[config.mk]
export PLATFORM = sky130hd
export DESIGN_NAME = ppu_lcd_writer_flat
export DESIGN_NICKNAME = d
export VERILOG_FILES = /design/src/rtl/ppu_pkg.sv /design/src/rtl/ppu_lcd_writer_if.sv /design/src/rtl/ppu_lcd_writer.sv /design/src/flat_wrapper.sv
export SDC_FILE = /design/constraint.sdc
export NUM_CORES = 1
export LEC_CHECK = 0
export BUFFER_PORTS_ARGS = -buffer_cell sky130_fd_sc_hd__buf_2
export CORE_MARGIN = 4
export CORE_UTILIZATION = 40
export CTS_CLUSTER_SIZE = 14
export DETAILED_ROUTE_END_ITERATION = 10
export PLACE_DENSITY_LB_ADDON = 0.3
export SYNTH_ARGS = -nofsm -noshare
export SYNTH_HDL_FRONTEND = slang
export SYNTH_SLANG_ARGS = --single-unit
[constraint.sdc]
create_clock -name clk -period 2.9 [get_ports clk]
set_clock_uncertainty 0.1 [all_clocks]
set_input_delay 0.29 -clock clk [delete_from_list [all_inputs] [get_ports clk]]
set_output_delay 0.29 -clock clk [all_outputs]
set_load 0.02 [all_outputs]
[src/rtl/ppu_pkg.sv]
// Shared PPU definitions: mode encoding and LCD geometry used by the PPU and its pixel sinks.
package ppu_pkg;

  typedef enum logic [1:0] {
    H_BLANK = 2'd0,
    V_BLANK = 2'd1,
    SCAN    = 2'd2,
    DRAW    = 2'd3
  } ppu_mode_t;

  localparam int LCD_W    = 160;
  localparam int LCD_H    = 144;
  localparam int FB_WORDS = LCD_W * LCD_H;

endpackage

[src/rtl/ppu_lcd_writer_if.sv]
// Pixel stream in from the PPU and framebuffer write port out, as seen by the LCD writer.
interface ppu_lcd_writer_if #(
  parameter int ADDR_W = 16
);
  // PX_valid has no ready: the writer consumes every cycle where PX_valid=1.
  // FB_WR is a single-cycle write strobe; FB_ADDR/FB_DATA hold their last values while it is low.
  logic [1:0]        PX_IN;
  logic              PX_valid;
  logic [1:0]        PPU_MODE;
  logic              LCD_EN;
  logic              FB_WR;
  logic [ADDR_W-1:0] FB_ADDR;
  logic [1:0]        FB_DATA;

  modport master (
    output PX_IN, PX_valid, PPU_MODE, LCD_EN,
    input  FB_WR, FB_ADDR, FB_DATA
  );

  modport slave (
    input  PX_IN, PX_valid, PPU_MODE, LCD_EN,
    output FB_WR, FB_ADDR, FB_DATA
  );
endinterface

[src/rtl/ppu_lcd_writer.sv]
// Writes the PPU pixel stream into a double-buffered framebuffer, swapping buffers at V-blank entry.
module ppu_lcd_writer #(
  parameter int LCD_W      = ppu_pkg::LCD_W,
  parameter int LCD_H      = ppu_pkg::LCD_H,
  parameter int BUF_STRIDE = ppu_pkg::FB_WORDS,
  parameter int ADDR_W     = 16
) (
  input  logic             clk,
  input  logic             rst,
  ppu_lcd_writer_if.slave  bus,
  output logic             DISP_BUF,
  output logic             FRAME_DONE,
  output logic             LINE_ERR,
  output logic             OVF_ERR,
  output logic [0:0]       dbg_state
);
  import ppu_pkg::*;

  localparam logic [0:0] IDLE   = 1'b0;
  localparam logic [0:0] ACTIVE = 1'b1;

  localparam logic [7:0]        X_LAST    = 8'(LCD_W - 1);
  localparam logic [7:0]        Y_END     = 8'(LCD_H);
  localparam logic [ADDR_W-1:0] LINE_STEP = ADDR_W'(LCD_W);
  localparam logic [ADDR_W-1:0] STRIDE    = ADDR_W'(BUF_STRIDE);

  logic [0:0]        state;
  logic [7:0]        x, y;
  logic [ADDR_W-1:0] line_base;
  logic              wr_buf;
  ppu_mode_t         prev_mode;

  logic              fb_wr;
  logic [ADDR_W-1:0] fb_addr;
  logic [1:0]        fb_data;

  logic              hb_entry, vb_entry, in_frame, accept, short_line;
  logic [7:0]        x_n, y_n;
  logic [ADDR_W-1:0] lb_n, buf_off;

  // Pixel is counted before the short-line check, so a pixel arriving with
  // H-blank entry that completes the line suppresses the error.
  always_comb begin
    hb_entry   = (prev_mode == DRAW) && (bus.PPU_MODE == H_BLANK);
    vb_entry   = (prev_mode != V_BLANK) && (bus.PPU_MODE == V_BLANK);
    in_frame   = (y < Y_END);
    accept     = (state == ACTIVE) && bus.LCD_EN && bus.PX_valid && in_frame;
    buf_off    = wr_buf ? STRIDE : '0;
    x_n        = x;
    y_n        = y;
    lb_n       = line_base;
    short_line = 1'b0;
    if (accept) begin
      if (x == X_LAST) begin
        x_n  = '0;
        y_n  = y + 8'd1;
        lb_n = line_base + LINE_STEP;
      end else begin
        x_n = x + 8'd1;
      end
    end
    if (hb_entry && (x_n != 8'd0)) begin
      short_line = 1'b1;
      x_n        = '0;
      y_n        = y_n + 8'd1;
      lb_n       = lb_n + LINE_STEP;
    end
  end

  always_ff @(posedge clk) begin
    if (rst) begin
      state      <= IDLE;
      x          <= '0;
      y          <= '0;
      line_base  <= '0;
      wr_buf     <= 1'b0;
      prev_mode  <= H_BLANK;
      fb_wr      <= 1'b0;
      fb_addr    <= '0;
      fb_data    <= '0;
      DISP_BUF   <= 1'b1;
      FRAME_DONE <= 1'b0;
      LINE_ERR   <= 1'b0;
      OVF_ERR    <= 1'b0;
    end else begin
      prev_mode  <= ppu_mode_t'(bus.PPU_MODE);
      fb_wr      <= 1'b0;
      FRAME_DONE <= 1'b0;
      if (!bus.LCD_EN) begin
        state     <= IDLE;
        x         <= '0;
        y         <= '0;
        line_base <= '0;
      end else if (state == IDLE) begin
        state     <= ACTIVE;
        x         <= '0;
        y         <= '0;
        line_base <= '0;
      end else begin
        if (accept) begin
          fb_wr   <= 1'b1;
          fb_data <= bus.PX_IN;
          fb_addr <= buf_off + line_base + ADDR_W'(x);
        end
        if (bus.PX_valid && !in_frame) OVF_ERR <= 1'b1;
        if (short_line) LINE_ERR <= 1'b1;
        // The pixel above still lands in the old buffer; the swap takes effect afterwards.
        if (vb_entry) begin
          wr_buf     <= ~wr_buf;
          DISP_BUF   <= wr_buf;
          FRAME_DONE <= 1'b1;
          x          <= '0;
          y          <= '0;
          line_base  <= '0;
        end else begin
          x         <= x_n;
          y         <= y_n;
          line_base <= lb_n;
        end
      end
    end
  end

  assign bus.FB_WR   = fb_wr;
  assign bus.FB_ADDR = fb_addr;
  assign bus.FB_DATA = fb_data;
  assign dbg_state   = state;

endmodule

[src/flat_wrapper.sv]
// flat-port wrapper written by rule: the top's interface ports become plain ports
module ppu_lcd_writer_flat import ppu_pkg::*;
#(
  parameter int LCD_W      = ppu_pkg::LCD_W,
  parameter int LCD_H      = ppu_pkg::LCD_H,
  parameter int BUF_STRIDE = ppu_pkg::FB_WORDS,
  parameter int ADDR_W     = 16
)
  (clk, rst, DISP_BUF, FRAME_DONE, LINE_ERR, OVF_ERR, dbg_state, bus_PX_IN, bus_PX_valid, bus_PPU_MODE, bus_LCD_EN, bus_FB_WR, bus_FB_ADDR, bus_FB_DATA);
  ppu_lcd_writer_if #(.ADDR_W(ADDR_W)) bus_i ();
  input  logic clk;
  input  logic rst;
  output logic DISP_BUF;
  output logic FRAME_DONE;
  output logic LINE_ERR;
  output logic OVF_ERR;
  output logic [0:0] dbg_state;
  input wire logic [$bits(bus_i.PX_IN)-1:0] bus_PX_IN;
  input wire logic [$bits(bus_i.PX_valid)-1:0] bus_PX_valid;
  input wire logic [$bits(bus_i.PPU_MODE)-1:0] bus_PPU_MODE;
  input wire logic [$bits(bus_i.LCD_EN)-1:0] bus_LCD_EN;
  output wire logic [$bits(bus_i.FB_WR)-1:0] bus_FB_WR;
  output wire logic [$bits(bus_i.FB_ADDR)-1:0] bus_FB_ADDR;
  output wire logic [$bits(bus_i.FB_DATA)-1:0] bus_FB_DATA;
  assign bus_i.PX_IN = bus_PX_IN;
  assign bus_i.PX_valid = bus_PX_valid;
  assign bus_i.PPU_MODE = bus_PPU_MODE;
  assign bus_i.LCD_EN = bus_LCD_EN;
  assign bus_FB_WR = bus_i.FB_WR;
  assign bus_FB_ADDR = bus_i.FB_ADDR;
  assign bus_FB_DATA = bus_i.FB_DATA;
  ppu_lcd_writer #(.LCD_W(LCD_W), .LCD_H(LCD_H), .BUF_STRIDE(BUF_STRIDE), .ADDR_W(ADDR_W)) u_core (.clk(clk), .rst(rst), .bus(bus_i), .DISP_BUF(DISP_BUF), .FRAME_DONE(FRAME_DONE), .LINE_ERR(LINE_ERR), .OVF_ERR(OVF_ERR), .dbg_state(dbg_state));
endmodule
=== Yosys cells after proc, flatten, opt, wreduce, memory -nomap -nowiden ===
Cells that the tools add are included.

* Output and inout bits: 24
* Word-level logic and storage cells: 58
* Register bits after elaboration: 59
* Bits of input ports: 8

* Equality and inequality tests: 4
* Reduce and logical (&&, ||, !) cells: 17
* Add/sub/neg operators: 7
* Bitwise gates (word level): 3
* $lt $le $gt $ge: 1
* Muxes and demuxes: 13

{| class="wikitable"
|+ Operators by type and width
! operator !! number
|-
| two-way mux 16 bit || 3
|-
| two-way mux 8 bit || 5
|-
| adder 16 x 8 -> 16 bit, second input constant || 2
|-
| adder 8 x 1 -> 8 bit, second input constant || 3
|-
| adder 16 bit || 1
|-
| adder 16 x 8 -> 16 bit || 1
|-
| two-way mux 15 bit || 1
|-
| AND reduction 3 bit || 4
|-
| == test 8 bit, second input constant || 1
|-
| < comparator 8 bit, second input constant || 1
|-
| nonzero test 8 bit || 1
|-
| logical AND 1 bit || 7
|-
| OR reduction 5 bit || 1
|-
| two-way mux 1 bit || 4
|-
| OR reduction 4 bit || 1
|-
| NOT 1 bit || 3
|-
| OR reduction 3 bit || 1
|-
| == test 2 x 1 -> 1 bit, second input constant || 1
|-
| == test 2 bit, second input constant || 1
|-
| zero test 2 bit || 1
|-
| inequality test 2 x 1 -> 1 bit, second input constant || 1
|-
| zero test 1 bit || 1
|}

=== Depth between registers and ports, before layout ===
* Depth after elaboration: 8
* Mapped depth: 12
* Mapped depth without buffers: 11

=== Least setup slack after synthesis ===
OpenSTA, ideal clock, no wires.

* Path type: reg-to-reg
* From: register u_core.x[0]
* To: register u_core.y[6]
* Clock period less this slack: 2.616 ns
* Stages on the path, launching flop included: 12
* Path buffers: 2
* Library setup time: 0.070 ns
* Data arrival time: 2.446 ns
* Data required time: 2.730 ns
* Path slack: 0.284 ns
* Cell sequence: dfxtp_1 ha_1 and4_1 buf_4 and3_1 buf_4 nand2_4 mux2_2 ha_1 o21ai_0 or4_1 a21oi_1

* Word-level cells in the longest chain between the ends: 6
* Elaborated cells on any way between the ends: 10
* Classes of those cells: add/sub (2); eq/ne (1); mux (5); reduce/logical (2)

{| class="wikitable"
|+ Ends and longest elaborated chain
! element !! RTL line !! text
|-
| start, declared || ppu_lcd_writer.sv:28 || <nowiki>logic [7:0] x, y;</nowiki>
|-
| start signal, assigned || ppu_lcd_writer.sv:116 || <nowiki>x <= x_n;</nowiki>
|-
| adder 8 x 1 -> 8 bit or == test 8 bit (tied branches) || ppu_lcd_writer.sv:59, ppu_lcd_writer.sv:54 ||
|-
| two-way mux 8 bit || ppu_lcd_writer.sv:54 || <nowiki>if (x == X_LAST) begin</nowiki>
|-
| two-way mux 8 bit || ppu_lcd_writer.sv:53 || <nowiki>if (accept) begin</nowiki>
|-
| nonzero test 8 bit || ppu_lcd_writer.sv:62 || <nowiki>if (hb_entry && (x_n != 8'd0)) begin</nowiki>
|-
| logical AND 1 bit || ppu_lcd_writer.sv:62 ||
|-
| two-way mux 8 bit (*) || ppu_lcd_writer.sv:62 ||
|-
| end signal, assigned || ppu_lcd_writer.sv:117 || <nowiki>y <= y_n;</nowiki>
|-
| end, declared || ppu_lcd_writer.sv:28 ||
|}

Mark *: on every way between the ends. The rest lies on a longest branch, timed or not.
A chain may end at the register's enable or synchronous reset.

=== Worst setup path in the final report ===
Ends and elaborated chain as after synthesis.

==> impl_metrics.tcl <==
set metrics [dict create \
    status "completed" \
    area_delta_synth_final_pct 13.11 \
    ctsResizeCount 0 \
    fmax_ghz 0.3703 \
    coreArea_sq_um 7767 \
    wirelength_microns 7412 \
    cts_sinks 54 \
    synth_nets 423 \
    placed_area_sq_um 3517 \
    clockBufferDepth 2 \
    power_uw 1253 \
    design_area_sq_um 3626 \
    critical_path.max_fanout 6 \
    synth_cell_type_count 62 \
    yosysWarnings 0 \
    cts_setup_buffers 0 \
    ctsHoldBuffers 0 \
    ant_nets 0 \
    antenna_found_initial 0 \
    num_io_pins 32 \
    worst_pin_slew_ps 745.6 \
    powerDensity_nw_per_um2 345.7 \
    port_buffers 31 \
    cpPeakStageDelay_ps 500 \
    drc 0 \
    period_share_pct 93.11 \
    end_kind "flip-flop" \
    yosysSeqAreaShare_pct 33.72 \
    fill_cells 800 \
    p_sw_uw 311.4 \
    n_antenna_cell 0 \
    htree_levels 2 \
    vias_per_cell 5.514 \
    dr_total_vias 2972 \
    critPathRequiredTime_ps 3050 \
    grt_max_degree 32 \
    cts_made_buffers 5 \
    slew_viol_final 0 \
    fin_setup_tns_ps 0 \
    crit_path_start_kind "flip-flop" \
    num_rows 32 \
    seq_power_share_pct 59.9 \
    drive_gt1_share_pct 17.16 \
    die-area_sq_um 9510 \
    dp_hpwl_microns 5619 \
    maxCapViolCount 0 \
    p_leak_uw 0.001273 \
    clock_latency_ps 320 \
    fp.dieH_microns 97.52 \
    synth-main-ff-cell "dfxtp_1" \
    die_w_microns 97.52 \
    slew_headroom_pct 50.29 \
    ys_seq_elements 54 \
    pwr-share-comb_pct 4.0 \
    clk_pin_slew_ps 110 \
    switching_share_pct 24.85 \
    crit_path_frequent_cell "ha_1" \
    crit_chain "ha_1, and4_2, and3_2, nand2_4, xnor2_2, ha_1, o21ai_0, or4_1, a21oi_1" \
    nNetsFinal 457 \
    cts_tree "done" \
    drt_iter0_markers 182 \
    intPower_uw 941.9 \
    setup_viol 0 \
    grt_usage_pct 15.93 \
    ir_worst_vdd_mv 0.2133 \
    clockPowerShare_pct 36.1 \
    postSynth.asyncResetShare_pct 0 \
    grt_overflow 0 \
    min_period_ps 2700 \
    finalWeightedCongestion 0.8467 \
    syn_area_sq_um 3206 \
    cts-root-buf "clkbuf_8" \
    cpMaxStageDelayCell "or4_1" \
    grt_pass1_wl_microns 13010 \
    hold_viol 0 \
    hold_path.class "input port to flip-flop" \
    grt_pass1_vias 2694 \
    initial_core_util_pct 41.27 \
    whs_ps 98.61 \
    rsz0062_at_grt "no" \
    first_pass_iters 4 \
    avgSynthCellArea_sq_um 7.974 \
    synth_edf_count 0 \
    wl_per_cell_microns 13.75 \
    syn_inst 402 \
    arrival_ps 2850 \
    critical_path_class "flip-flop to flip-flop" \
]
## through the flow
step                util, %  std cells  worst slack [ps]
finish                46.68        539             199.8
global route          46.68        539             5.267
CTS                   46.50        539             96.63
detailed placement    45.28        531             134.5
global placement      45.28        531             193.9
floorplan                 -        402             283.7
## cell usage after synthesis, drive strengths merged, types with 2 or more instances
cell	instances	area share [%]
xnor2	22	6.2
a211o	2	0.55
a21boi	3	0.70
nand3b	2	0.47
a31o	3	0.82
a211oi	5	1.3
o31ai	6	1.6
clkbuf	12	1.4
a31oi	4	0.78
ha	12	4.7
o31a	5	1.4
nor2b	9	1.8
and3	7	1.4
o21ai	15	2.5
nand4	11	2.5
or4	5	1.2
nor4	11	2.3
a21oi	33	5.2
inv	9	1.1
xor2	6	1.6
nor2	35	4.1
o22ai	2	0.39
o21a	2	0.47
nor3	23	3.7
buf	7	1.2
nor3b	3	0.70
nand2	52	6.3
o211ai	3	0.70
dfxtp	54	34
or3	5	0.98
nand3	13	2.2
a21o	3	0.70
## power groups by stage
stage | logic (uW) | clock network, uW | registers, uW
after detailed placement | 50.4 | 0 | 768
after global routing | 56.2 | 507 | 752
after CTS | 50.5 | 474 | 751
after floorplan | 27.4 | 0 | 772
final | 50.0 | 453 | 751
after global placement | 49.9 | 0 | 768
## area by class of cell
class                      count  area (sq um)  share of cell area (%)
timing repair buffer          46         267.8                   7.384
clock inverter                 3         26.28                  0.7246
inverter                       9         33.78                  0.9317
multi-input combinational    320          2021                   55.73
tap                          102         127.6                   3.520
clock buffer                   5         68.82                   1.898
sequential                    54          1081                   29.81
## path summary, 6_finish.rpt
check / start / cells after the start / end / slack [ps]
max: u_core.x[0] / 9 / u_core.y[6] / 200
min: bus_PX_IN[0] / 3 / u_core.bus.FB_DATA[0] / 100
max reg2reg: u_core.x[0] / 9 / u_core.y[6] / 200
min reg2reg: u_core.bus.FB_ADDR[4] / 2 / u_core.bus.FB_ADDR[4] / 350
## critical path: cells and delay by family, from the launching register on
family	cells	cell delay (ps)
xor+xnor	1	240
flops	1	350
compound gates	2	290
simple gates	4	1210
fa+ha+maj	2	450
## kinds of logic after synthesis
kind of cell	share of synthesized area [%]
adders and majority gates	5.308
AOI/OAI and AO/OA	19.13
xor gates and xnor gates	7.885
DFF	33.72
muxes	0.6635
buffers and inverters	3.669
and+or+nand+nor	29.63
## layout by cell type (no fill, tap or decap), types with 3 or more instances in the layout
cell / count
buf_2: 31
a21oi_1: 33
buf_4: 15
inv_1: 9
clkbuf_8: 5
o31ai_1: 5
o211ai_1: 3
o31a_1: 5
nand4_1: 9
a211oi_1: 4
and3_1: 6
nor3_1: 22
nor2b_1: 9
or3_1: 5
a21o_1: 3
xnor2_1: 21
nand3_1: 12
xor2_1: 6
dfxtp_1: 54
a31oi_1: 4
a21boi_0: 3
ha_1: 12
nand2_1: 51
nor4_1: 10
o21ai_0: 14
or4_1: 5
nor2_1: 33
nor3b_1: 3
## flip-flops by register name, indices dropped and copies added (netlist names)
signal / flops
u_core.bus.FB_DATA: 2
u_core.wr_buf: 1
u_core.prev_mode: 2
u_core.FRAME_DONE: 1
u_core.OVF_ERR: 1
u_core.DISP_BUF: 1
u_core.bus.FB_ADDR: 16
u_core.LINE_ERR: 1
u_core.y: 8
u_core.line_base: 11
u_core.x: 8
u_core.bus.FB_WR: 1
u_core.dbg_state: 1
## per-layer routing
layer	vias up	global-route usage [%]	wire, microns
li1	1529	-	-
met1	1377	22.89	3675
met2	62	24.41	3309
met3	4	3.805	385
met4	0	2.982	42
met5	-	0	0
(Power assumes the default switching activity.)
